==> config.mk <==
export PLATFORM = sky130hd
export DESIGN_NAME = accumulator_16bit_flat
export DESIGN_NICKNAME = d
export VERILOG_FILES = /design/src/rtl/accumulator_16bit_if.sv /design/src/rtl/accumulator_16bit.sv /design/src/flat_wrapper.sv
export SDC_FILE = /design/constraint.sdc
export NUM_CORES = 1
export LEC_CHECK = 0
export ABC_AREA = 1
export BUFFER_PORTS_ARGS = -buffer_cell sky130_fd_sc_hd__buf_2
export CORE_MARGIN = 4
export CORE_UTILIZATION = 38
export CTS_BUF_LIST = sky130_fd_sc_hd__clkbuf_4 sky130_fd_sc_hd__clkbuf_8 sky130_fd_sc_hd__clkbuf_16
export DETAILED_ROUTE_END_ITERATION = 8
export GPL_ROUTABILITY_DRIVEN = 0
export GPL_TIMING_DRIVEN = 0
export PLACE_DENSITY = 0.65
export SKIP_CTS_REPAIR_TIMING = 1
export SLEW_MARGIN = 20
export SYNTH_ARGS = -nofsm -noshare
export SYNTH_HDL_FRONTEND = slang
export SYNTH_SLANG_ARGS = --single-unit
==> constraint.sdc <==
create_clock -name clk -period 9.8 [get_ports clk]
set_clock_uncertainty 0.15 [all_clocks]
set_input_delay 2.94 -clock clk [delete_from_list [all_inputs] [get_ports clk]]
set_output_delay 2.94 -clock clk [all_outputs]
set_load 0.03 [all_outputs]
==> src/rtl/accumulator_16bit_if.sv <==
// Sample stream handshake between the upstream datapath and the accumulator.
interface accumulator_16bit_if;
    logic       in_valid;
    logic [7:0] in_data;
    logic       in_ready;

    modport master (output in_valid, output in_data, input in_ready);
    modport slave  (input in_valid, input in_data, output in_ready);
endinterface

==> src/rtl/accumulator_16bit.sv <==
// 16-bit running-sum accumulator built around one time-shared 8-bit adder:
// the low byte is added first, then the carry ripples into the high byte.

module adder_8bit (
    input  logic [7:0] a,
    input  logic [7:0] b,
    input  logic       carry_in,
    output logic [7:0] sum,
    output logic       overflow
);
    assign {overflow, sum} = 9'(a) + 9'(b) + 9'(carry_in);
endmodule

module accumulator_16bit #(
    parameter int unsigned NUM_SAMPLES = 16
) (
    input  logic                 clk,
    input  logic                 rst,
    input  logic                 clear,
    accumulator_16bit_if.slave   in_if,
    output logic [15:0]          acc,
    output logic                 acc_overflow,
    output logic [15:0]          sample_count,
    output logic                 done
);
    localparam int unsigned ACC_W  = 16;
    localparam int unsigned BYTE_W = 8;
    localparam logic [ACC_W-1:0] FRAME_LEN = ACC_W'(NUM_SAMPLES);

    typedef enum logic [1:0] {
        IDLE   = 2'd0,
        ADD_LO = 2'd1,
        ADD_HI = 2'd2
    } state_t;

    state_t              state_q, state_d;
    logic [ACC_W-1:0]    acc_q, acc_d;
    logic                ovf_q, ovf_d;
    logic [ACC_W-1:0]    cnt_q, cnt_d;
    logic                done_q, done_d;
    logic                frame_end_q, frame_end_d;
    logic [BYTE_W-1:0]   op_q, op_d;
    logic                carry_q, carry_d;

    logic [BYTE_W-1:0]   add_a, add_b, add_sum;
    logic                add_cin, add_cout;
    logic [ACC_W-1:0]    cnt_inc;
    logic                in_ready_c;

    adder_8bit u_adder (
        .a        (add_a),
        .b        (add_b),
        .carry_in (add_cin),
        .sum      (add_sum),
        .overflow (add_cout)
    );

    // Next-state, adder operand steering and output updates
    always_comb begin
        state_d     = state_q;
        acc_d       = acc_q;
        ovf_d       = ovf_q;
        cnt_d       = cnt_q;
        done_d      = 1'b0;
        frame_end_d = frame_end_q;
        op_d        = op_q;
        carry_d     = carry_q;
        add_a       = acc_q[BYTE_W-1:0];
        add_b       = op_q;
        add_cin     = 1'b0;
        cnt_inc     = cnt_q + ACC_W'(1);
        in_ready_c  = (state_q == IDLE) && !clear && !rst;

        if (clear) begin
            state_d     = IDLE;
            acc_d       = '0;
            ovf_d       = 1'b0;
            cnt_d       = '0;
            frame_end_d = 1'b0;
        end else begin
            unique case (state_q)
                IDLE: begin
                    if (in_if.in_valid && in_ready_c) begin
                        op_d    = in_if.in_data;
                        state_d = ADD_LO;
                        // Previous frame's total stays visible until the next frame starts
                        if (frame_end_q) begin
                            acc_d       = '0;
                            ovf_d       = 1'b0;
                            frame_end_d = 1'b0;
                        end
                    end
                end
                ADD_LO: begin
                    add_a                = acc_q[BYTE_W-1:0];
                    add_b                = op_q;
                    add_cin              = 1'b0;
                    acc_d[BYTE_W-1:0]    = add_sum;
                    carry_d              = add_cout;
                    state_d              = ADD_HI;
                end
                ADD_HI: begin
                    add_a                = acc_q[ACC_W-1:BYTE_W];
                    add_b                = '0;
                    add_cin              = carry_q;
                    acc_d[ACC_W-1:BYTE_W] = add_sum;
                    if (add_cout) begin
                        ovf_d = 1'b1;
                    end
                    if (cnt_inc == FRAME_LEN) begin
                        cnt_d       = '0;
                        done_d      = 1'b1;
                        frame_end_d = 1'b1;
                    end else begin
                        cnt_d = cnt_inc;
                    end
                    state_d = IDLE;
                end
                default: begin
                    state_d = IDLE;
                end
            endcase
        end
    end

    always_ff @(posedge clk) begin
        if (rst) begin
            state_q     <= IDLE;
            acc_q       <= '0;
            ovf_q       <= 1'b0;
            cnt_q       <= '0;
            done_q      <= 1'b0;
            frame_end_q <= 1'b0;
            op_q        <= '0;
            carry_q     <= 1'b0;
        end else begin
            state_q     <= state_d;
            acc_q       <= acc_d;
            ovf_q       <= ovf_d;
            cnt_q       <= cnt_d;
            done_q      <= done_d;
            frame_end_q <= frame_end_d;
            op_q        <= op_d;
            carry_q     <= carry_d;
        end
    end

    assign in_if.in_ready = in_ready_c;
    assign acc            = acc_q;
    assign acc_overflow   = ovf_q;
    assign sample_count   = cnt_q;
    assign done           = done_q;
endmodule

==> src/flat_wrapper.sv <==
// flat-port wrapper written by rule: the top's interface ports become plain ports
module accumulator_16bit_flat 
#(
    parameter int unsigned NUM_SAMPLES = 16
)
  (clk, rst, clear, acc, acc_overflow, sample_count, done, in_if_in_valid, in_if_in_data, in_if_in_ready);
  accumulator_16bit_if in_if_i ();
  input  logic clk;
  input  logic rst;
  input  logic clear;
  output logic [15:0] acc;
  output logic acc_overflow;
  output logic [15:0] sample_count;
  output logic done;
  input wire logic [$bits(in_if_i.in_valid)-1:0] in_if_in_valid;
  input wire logic [$bits(in_if_i.in_data)-1:0] in_if_in_data;
  output wire logic [$bits(in_if_i.in_ready)-1:0] in_if_in_ready;
  assign in_if_i.in_valid = in_if_in_valid;
  assign in_if_i.in_data = in_if_in_data;
  assign in_if_in_ready = in_if_i.in_ready;
  accumulator_16bit #(.NUM_SAMPLES(NUM_SAMPLES)) u_core (.clk(clk), .rst(rst), .clear(clear), .in_if(in_if_i), .acc(acc), .acc_overflow(acc_overflow), .sample_count(sample_count), .done(done));
endmodule
==> reports/qor.txt, run 1 <==
Status: finished, final reports clean
Num CTS Buffers: 5
Worst path max stage delay: 0.21 ns
Layout cells sized above 1: 0.198
CTS tree: built
Tcrit/Tclk final: 0.692
Register area share after synthesis: 0.344
Max-slew headroom: 0.607
LEAKAGE: 1.43 nW
Core ar.: 6830 um^2
H-tree lvl count: 2
Placement Setup Slack: 3.00 ns
Worst EP arrival: 3.69 ns
CP endpoint kind: primary output
Unrepaired setup endpoints after global routing: no
HPWL after DPL: 5280 um
Drt wl/cell: 12.6 um
Pint: 0.254 mW
Ys async rst share: 0
Boundary pin count: 47
Drt via density: 4.89
Initial antenna violation count: 0
CP Launch Type: input port
Starting density of the core: 0.392
Root Driver: clkbuf_8
First-pass GRT wire length: 11600 um
Req. time, crit path: 6.71 ns
Post-route worst setup slack: 3.02 ns
Fillers: 765
Critical path, cell by cell: buf_2, nor2_4, inv_2, nor2_2, buf_2
Post-synth top cells: nand2_1, inv_1, dfxtp_1
Worst min path class: flip-flop to flip-flop
Overall power: 0.337 mW
Syn_nets: 422
DIE AREA: 8460 um^2
DRC errors left: 0
CP Max Fanout: 7
Syn Std Cell Area: 2680 um^2
YS warnings: 0
Die W: 92.0 um
CP dominant cell by count: buf_2
# port buffers: 46
Crit path max-delay cell type: buf_2
Yosys top cell by area: dfxtp_1
Max-cap viol count: 0
Clock Path Buffers: 2
Crit path buf inv count: 3
Worst VDD drop: 66.9 uV
Least-Margin Pin Slew: 0.589 ns
Largest net degree at the start of global routing: 14
Final TNS setup: 0 ns
Synth cell types: 34
Placement row count: 30
Antenna cells: 0
Post-Route Utilization: 0.457
GR Util All Layers: 0.167
Die H: 92.0 um
Non-filler instance count after layout: 550
Avg Cell Area, Syn: 6.70 um^2
Drt total wl: 6920 um
Placed Cells: 542
Max Slew Vio Count: 0
Top delay family on crit path: buffers and inverters
Synth top area share: 0.344
Area Growth Syn to Fin: 16.6%
Clock-pin slew of the registers on the worst-case setup and hold paths: 0.09 ns
Pwr dens: 108 nW/um^2
Area contributors post-synth: dfxtp_1, nand2_1, inv_1
Switching power: 0.0828 mW
Antenna Nets Post-Route: 0
Final net count: 475
Seq cells post-synth: 46
Final Hold Violating Endpoints: 0
WS Path Type: input port to primary output
Max Fclk: 147 MHz
Combinational share of power: 0.060
Total grt overflow: 0
Clock sink total: 46
Clk network pwr share: 0.378
Synth Instances: 400
Most frequent cell after synthesis: nand2_1
Number of synthesized flops with an enable pin: 0
First-iteration detailed-routing DRC count: 105
Via count: 2691
Switching Fraction: 0.245
Clock latency on the worst-skew pair: 0.31 ns
Top FF cell, synth: dfxtp_1
Seq pwr share: 0.561
Final setup viols: 0
Vias in the first global route: 2589
Drt pass-1 iters: 4
Fin crit period: 6.78 ns
-- power groups by stage --
stage | combinational, mW | clock [mW] | sequential (mW)
3_3_place_gp | 0.0202 | 0 | 0.194
2_1_floorplan | 0.0127 | 0 | 0.194
4_1_cts | 0.0205 | 0.130 | 0.189
3_5_place_dp | 0.0205 | 0 | 0.194
5_1_grt | 0.0229 | 0.137 | 0.190
6_report | 0.0204 | 0.127 | 0.189
-- kinds of logic (layout without fill, tap and decap cells) --
group / after synthesis / after routing / synth area share
xor gates and xnor gates: 6 / 6 / 0.0196
DFF: 46 / 46 / 0.344
buffers and inverters: 64 / 118 / 0.0897
muxes: 1 / 1 / 0.00374
adders and majority gates: 10 / 10 / 0.0523
and+or+nand+nor: 213 / 213 / 0.370
AOI/OAI and AO/OA: 60 / 60 / 0.121
-- registers in the layout, summed over array words and instances, names as in the netlist --
signal,cells
u_core.state_q,2
u_core.acc_overflow,1
u_core.acc,16
u_core.done,1
u_core.sample_count,16
u_core.frame_end_q,1
u_core.carry_q,1
u_core.op_q,8
-- tightest hold or removal path, delay by kind of cell (launching register included) --
kind	cells	cell delay (ns)
and+or+nand+nor	1	0.06
DFF	1	0.32
AOI/OAI and AO/OA	1	0.05
-- metal layers --
layer	GRT usage	wire, um
met5	0	0
met1	0.202	3130
met3	0.0345	326
met2	0.296	3320
met4	0.0532	140
-- path summary, 6_finish.rpt --
check	to	from	slack (ns)	cells past startpoint
max reg2reg	u_core.acc_overflow	u_core.state_q[1]	6.04	20
min	u_core.op_q[4]	u_core.op_q[4]	0.32	2
min reg2reg	u_core.op_q[4]	u_core.op_q[4]	0.32	2
max	in_if_in_ready	clear	3.02	5
-- cell usage in the layout, fill, tap and decap left out, types with 2 or more instances in the layout --
cell type and instances:
a21oi_1 31, buf_1 3, buf_2 46, clkbuf_1 4
clkbuf_8 6, dfxtp_1 46, fa_1 2, ha_1 8
inv_1 51, inv_2 5, nand2_1 128, nand2_2 7
nand3_1 25, nand3_2 3, nand3b_1 3, nand4_1 5
nor2_1 19, nor2_2 9, nor2_4 6, nor3_1 2
o21ai_0 15, o21ai_1 7, o21bai_1 2, or2_2 3
xnor2_1 3, xor2_1 3
-- metrics by stage --
step	instance area (um^2)	hold slack [ns]
global placement	3030	0.304
floorplan	2680	0.295
detailed placement	3030	0.309
global route	3120	0.342
CTS	3120	0.321
finish	3120	0.319
-- area by class of cell --
class	count	area, um^2	area share
clock buffer	7	90.1	0.0288
multi-input combinational	290	1520	0.486
buffer	7	26.3	0.00841
clock inverter	1	5.00	0.00160
tap	96	120	0.0384
inverter	57	214	0.0685
sequential	46	921	0.295
timing repair buffer	46	230	0.0737
(Power assumes the default switching activity.)
==> run 2: changes to the inputs <==
- ABC_AREA: 1 -> 0
- clock period: 9.8 -> 6.5 ns (I/O delays scaled with it)
==> run 2 against run 1 <==
Total power increased by 57%; highest routed layer unchanged; die area decreased by 4.6%; sequential power increased by 51%; synthesized area decreased by 5.0%; combinational power increased by 43%; critical path type unchanged; via count decreased by 15%; non-clock buffer count increased by 8.
==> reports/qor.txt, run 2 <==
Num CTS Buffers: 5 (unchanged)
Clk network pwr share: 0.405 (+0.027)
Synth Instances: 308 (-23%)
Boundary pin count: 47 (unchanged)
Syn Std Cell Area: 2540 um^2 (-5.0%)
Total grt overflow: 0 (unchanged)
Switching Fraction: 0.228 (-0.0175)
Synth Area in Simple Gates: 0.271 (-0.0994)
Multi-input gate area: 1520 um^2 (about the same)
Clock sink total: 46 (unchanged)
GR Util All Layers: 0.155 (-0.0125)
Core ar.: 6420 um^2 (-6.0%)
CP Max Fanout: 9 (+2)
Tcrit/Tclk final: 0.783
YS warnings: 0 (unchanged)
Drt total wl: 6090 um (-12%)
Commonest non-fill, non-tap cells in the layout: buf_2, dfxtp_1, nor2_1
Clock Path Buffers: 2 (unchanged)
Max Slew Vio Count: 0 (unchanged)
Layout cells sized above 1: 0.229 (+0.0310)
Crit path max-delay cell type: or2_2
Largest family of logic cells by synthesized area: simple AND/OR/NAND/NOR gates
Max-cap viol count: 0 (unchanged)
Final setup viols: 0 (unchanged)
First-iteration detailed-routing DRC count: 123 (+17%)
Drt pass-1 iters: 4 (unchanged)
CP Launch Type: input port
Worst path max stage delay: 0.28 ns (+0.07 ns)
Initial antenna violation count: 0 (unchanged)
Synth Area in XOR/XNOR: 0.0482 (+0.0286)
Worst EP arrival: 2.99 ns (-0.70 ns)
Hold endpoint: u_core.acc[1]
Hold path depth: 2 (unchanged)
Most common cell after layout, fill and taps aside: buf_2
Flop2flop setup slack: 2.45 ns (-3.59 ns)
Worst min path class: flip-flop to flip-flop
Pint: 0.408 mW (+60%)
Clock latency on the worst-skew pair: 0.30 ns (about the same)
Worst reg2reg startpoint: u_core.state_q[0]
Via count: 2281 (-15%)
Reg2reg end: u_core.acc_overflow
First-pass GRT wire length: 10500 um (-9.6%)
Combinational share of power: 0.055 (-0.005)
HPWL after DPL: 4620 um (-13%)
Least-Margin Pin Slew: 0.678 ns (+0.0884 ns)
Final Hold Violating Endpoints: 0 (unchanged)
Antenna Nets Post-Route: 0 (unchanged)
DRC errors left: 0 (unchanged)
Worst VDD drop: 117 uV (+74%)
Reg area: 921 um^2 (unchanged)
Avg Cell Area, Syn: 8.26 um^2 (+23%)
Post-synth top cells: dfxtp_1, nor2_1, nand2_1
Top FF cell, synth: dfxtp_1
FF-to-FF path depth: 15 (-25%)
Pwr dens: 177 nW/um^2 (+64%)
Number of synthesized flops with an enable pin: 0 (unchanged)
Synth Area in Adders: 0.0551 (+0.00278)
Clock-pin slew of the registers on the worst-case setup and hold paths: 0.08 ns (about the same)
Fin crit period: 5.09 ns
# port buffers: 46 (unchanged)
DIE AREA: 8070 um^2 (-4.6%)
Die H: 89.8 um (-2.3%)
Yosys top cell by area: dfxtp_1
WS Path Type: input port to primary output
Final TNS setup: 0 ns (unchanged)
Final net count: 383 (-19%)
Drt wl/cell: 13.9 um (+10%)
Syn_nets: 330 (-22%)
Max Fclk: 196 MHz
H-tree lvl count: 2 (unchanged)
Fillers: 637 (-17%)
Root Driver: clkbuf_8
Die W: 89.8 um (-2.3%)
CTS tree: built
Area Growth Syn to Fin: 17.1%
Area contributors post-synth: dfxtp_1, nor2_1, nand2_1
Multiplexer share of the synthesized area: 0.0743 (+0.0705)
Status: finished, final reports clean
Max-slew headroom: 0.547 (-0.0606)
CP dominant cell by count: buf_2
Seq pwr share: 0.540 (-0.021)
Hold Startpoint: u_core.acc[1]
LEAKAGE: 1.25 nW (-12%)
Starting density of the core: 0.396 (+0.00394)
Req. time, crit path: 4.40 ns (-2.31 ns)
Seq cells post-synth: 46 (unchanged)
Vias in the first global route: 2171 (-16%)
Ys async rst share: 0 (unchanged)
Compound-Gate Fraction of Synth Area: 0.148 (+0.0271)
Unrepaired setup endpoints after global routing: no
Drt via density: 5.20 (+6.2%)
Register area share after synthesis: 0.362 (+0.0183)
CP endpoint kind: primary output
Placement row count: 29 (-3.3%)
Hold slack: 0.339 ns (+0.0204 ns)
Switching power: 0.120 mW (+46%)
Critical path, cell by cell: buf_2, or2_2, clkbuf_1, nor3_1, buf_2
Synth cell types: 44 (+29%)
Most frequent cell after synthesis: dfxtp_1
Synth top area share: 0.362 (+0.0183)
Antenna cells: 0 (unchanged)
Largest net degree at the start of global routing: 15 (+1)
==> run 2: through the flow <==
step	instances	util	worst slack, ns	area [um^2]	total power, mW
floorplan	308	-	1.32	2540	0.311
global placement	431	0.447	1.21	2870	0.321
detailed placement	431	0.447	1.14	2870	0.321
CTS	439	0.464	1.39	2980	0.534
global route	439	0.464	1.22	2980	0.548
finish	439	0.464	1.41	2980	0.528
==> run 2: layout make-up <==
| type | instances | share of cell area |
|---|---|---|
| Inverter | 10 | 0.0126 |
| Sequential cell | 46 | 0.309 |
| Clock inverter | 3 | 0.0134 |
| Tap cell | 77 | 0.0323 |
| Timing Repair Buffer | 46 | 0.0773 |
| Multi-Input combinational cell | 237 | 0.509 |
| Buffer | 15 | 0.0231 |
| Clock buffer | 5 | 0.0231 |
==> run 2: worst max-delay path: cells and delay by family <==
kind,cells,cell delay (ns)
simple gates,2,0.46
buf+inv,3,0.58
==> run 2: cell families (layout without fill, tap and decap cells) <==
kind of cell | after synthesis | in the layout
DFF | 46 | 46
and+or+nand+nor | 138 | 138
adders and majority gates | 10 | 10
muxes | 18 | 18
xor gates and xnor gates | 14 | 14
AOI/OAI and AO/OA | 57 | 57
buffers and inverters | 25 | 79
==> run 2: worst max-delay path by stage <==
stage	start	endpoint	slack [ns]	depth (start not counted)
6_report	clear	in_if_in_ready	1.41	5
5_1_grt	clear	u_core.acc_overflow	1.22	13
4_1_cts	clear	in_if_in_ready	1.39	5
3_5_place_dp	clear	u_core.acc[14]	1.14	13
3_3_place_gp	clear	u_core.acc_overflow	1.21	13
2_1_floorplan	clear	in_if_in_ready	1.32	3
==> run 2: power by group through the flow <==
stage / Clock (mW) / Sequential (mW) / Combinational (mW)
after floorplan: 0 / 0.292 / 0.0190
final: 0.214 / 0.285 / 0.0292
after CTS: 0.219 / 0.285 / 0.0295
after global routing: 0.229 / 0.286 / 0.0332
after detailed placement: 0 / 0.292 / 0.0294
after global placement: 0 / 0.292 / 0.0288
==> run 2: metal layers <==
| layer | vias to the layer above | track usage | wire [um] |
|---|---|---|---|
| li1 | 1173 | - | - |
| met1 | 1042 | 0.216 | 3100 |
| met2 | 55 | 0.236 | 2560 |
| met3 | 11 | 0.0359 | 318 |
| met4 | 0 | 0.0498 | 109 |
| met5 | - | 0 | 0 |
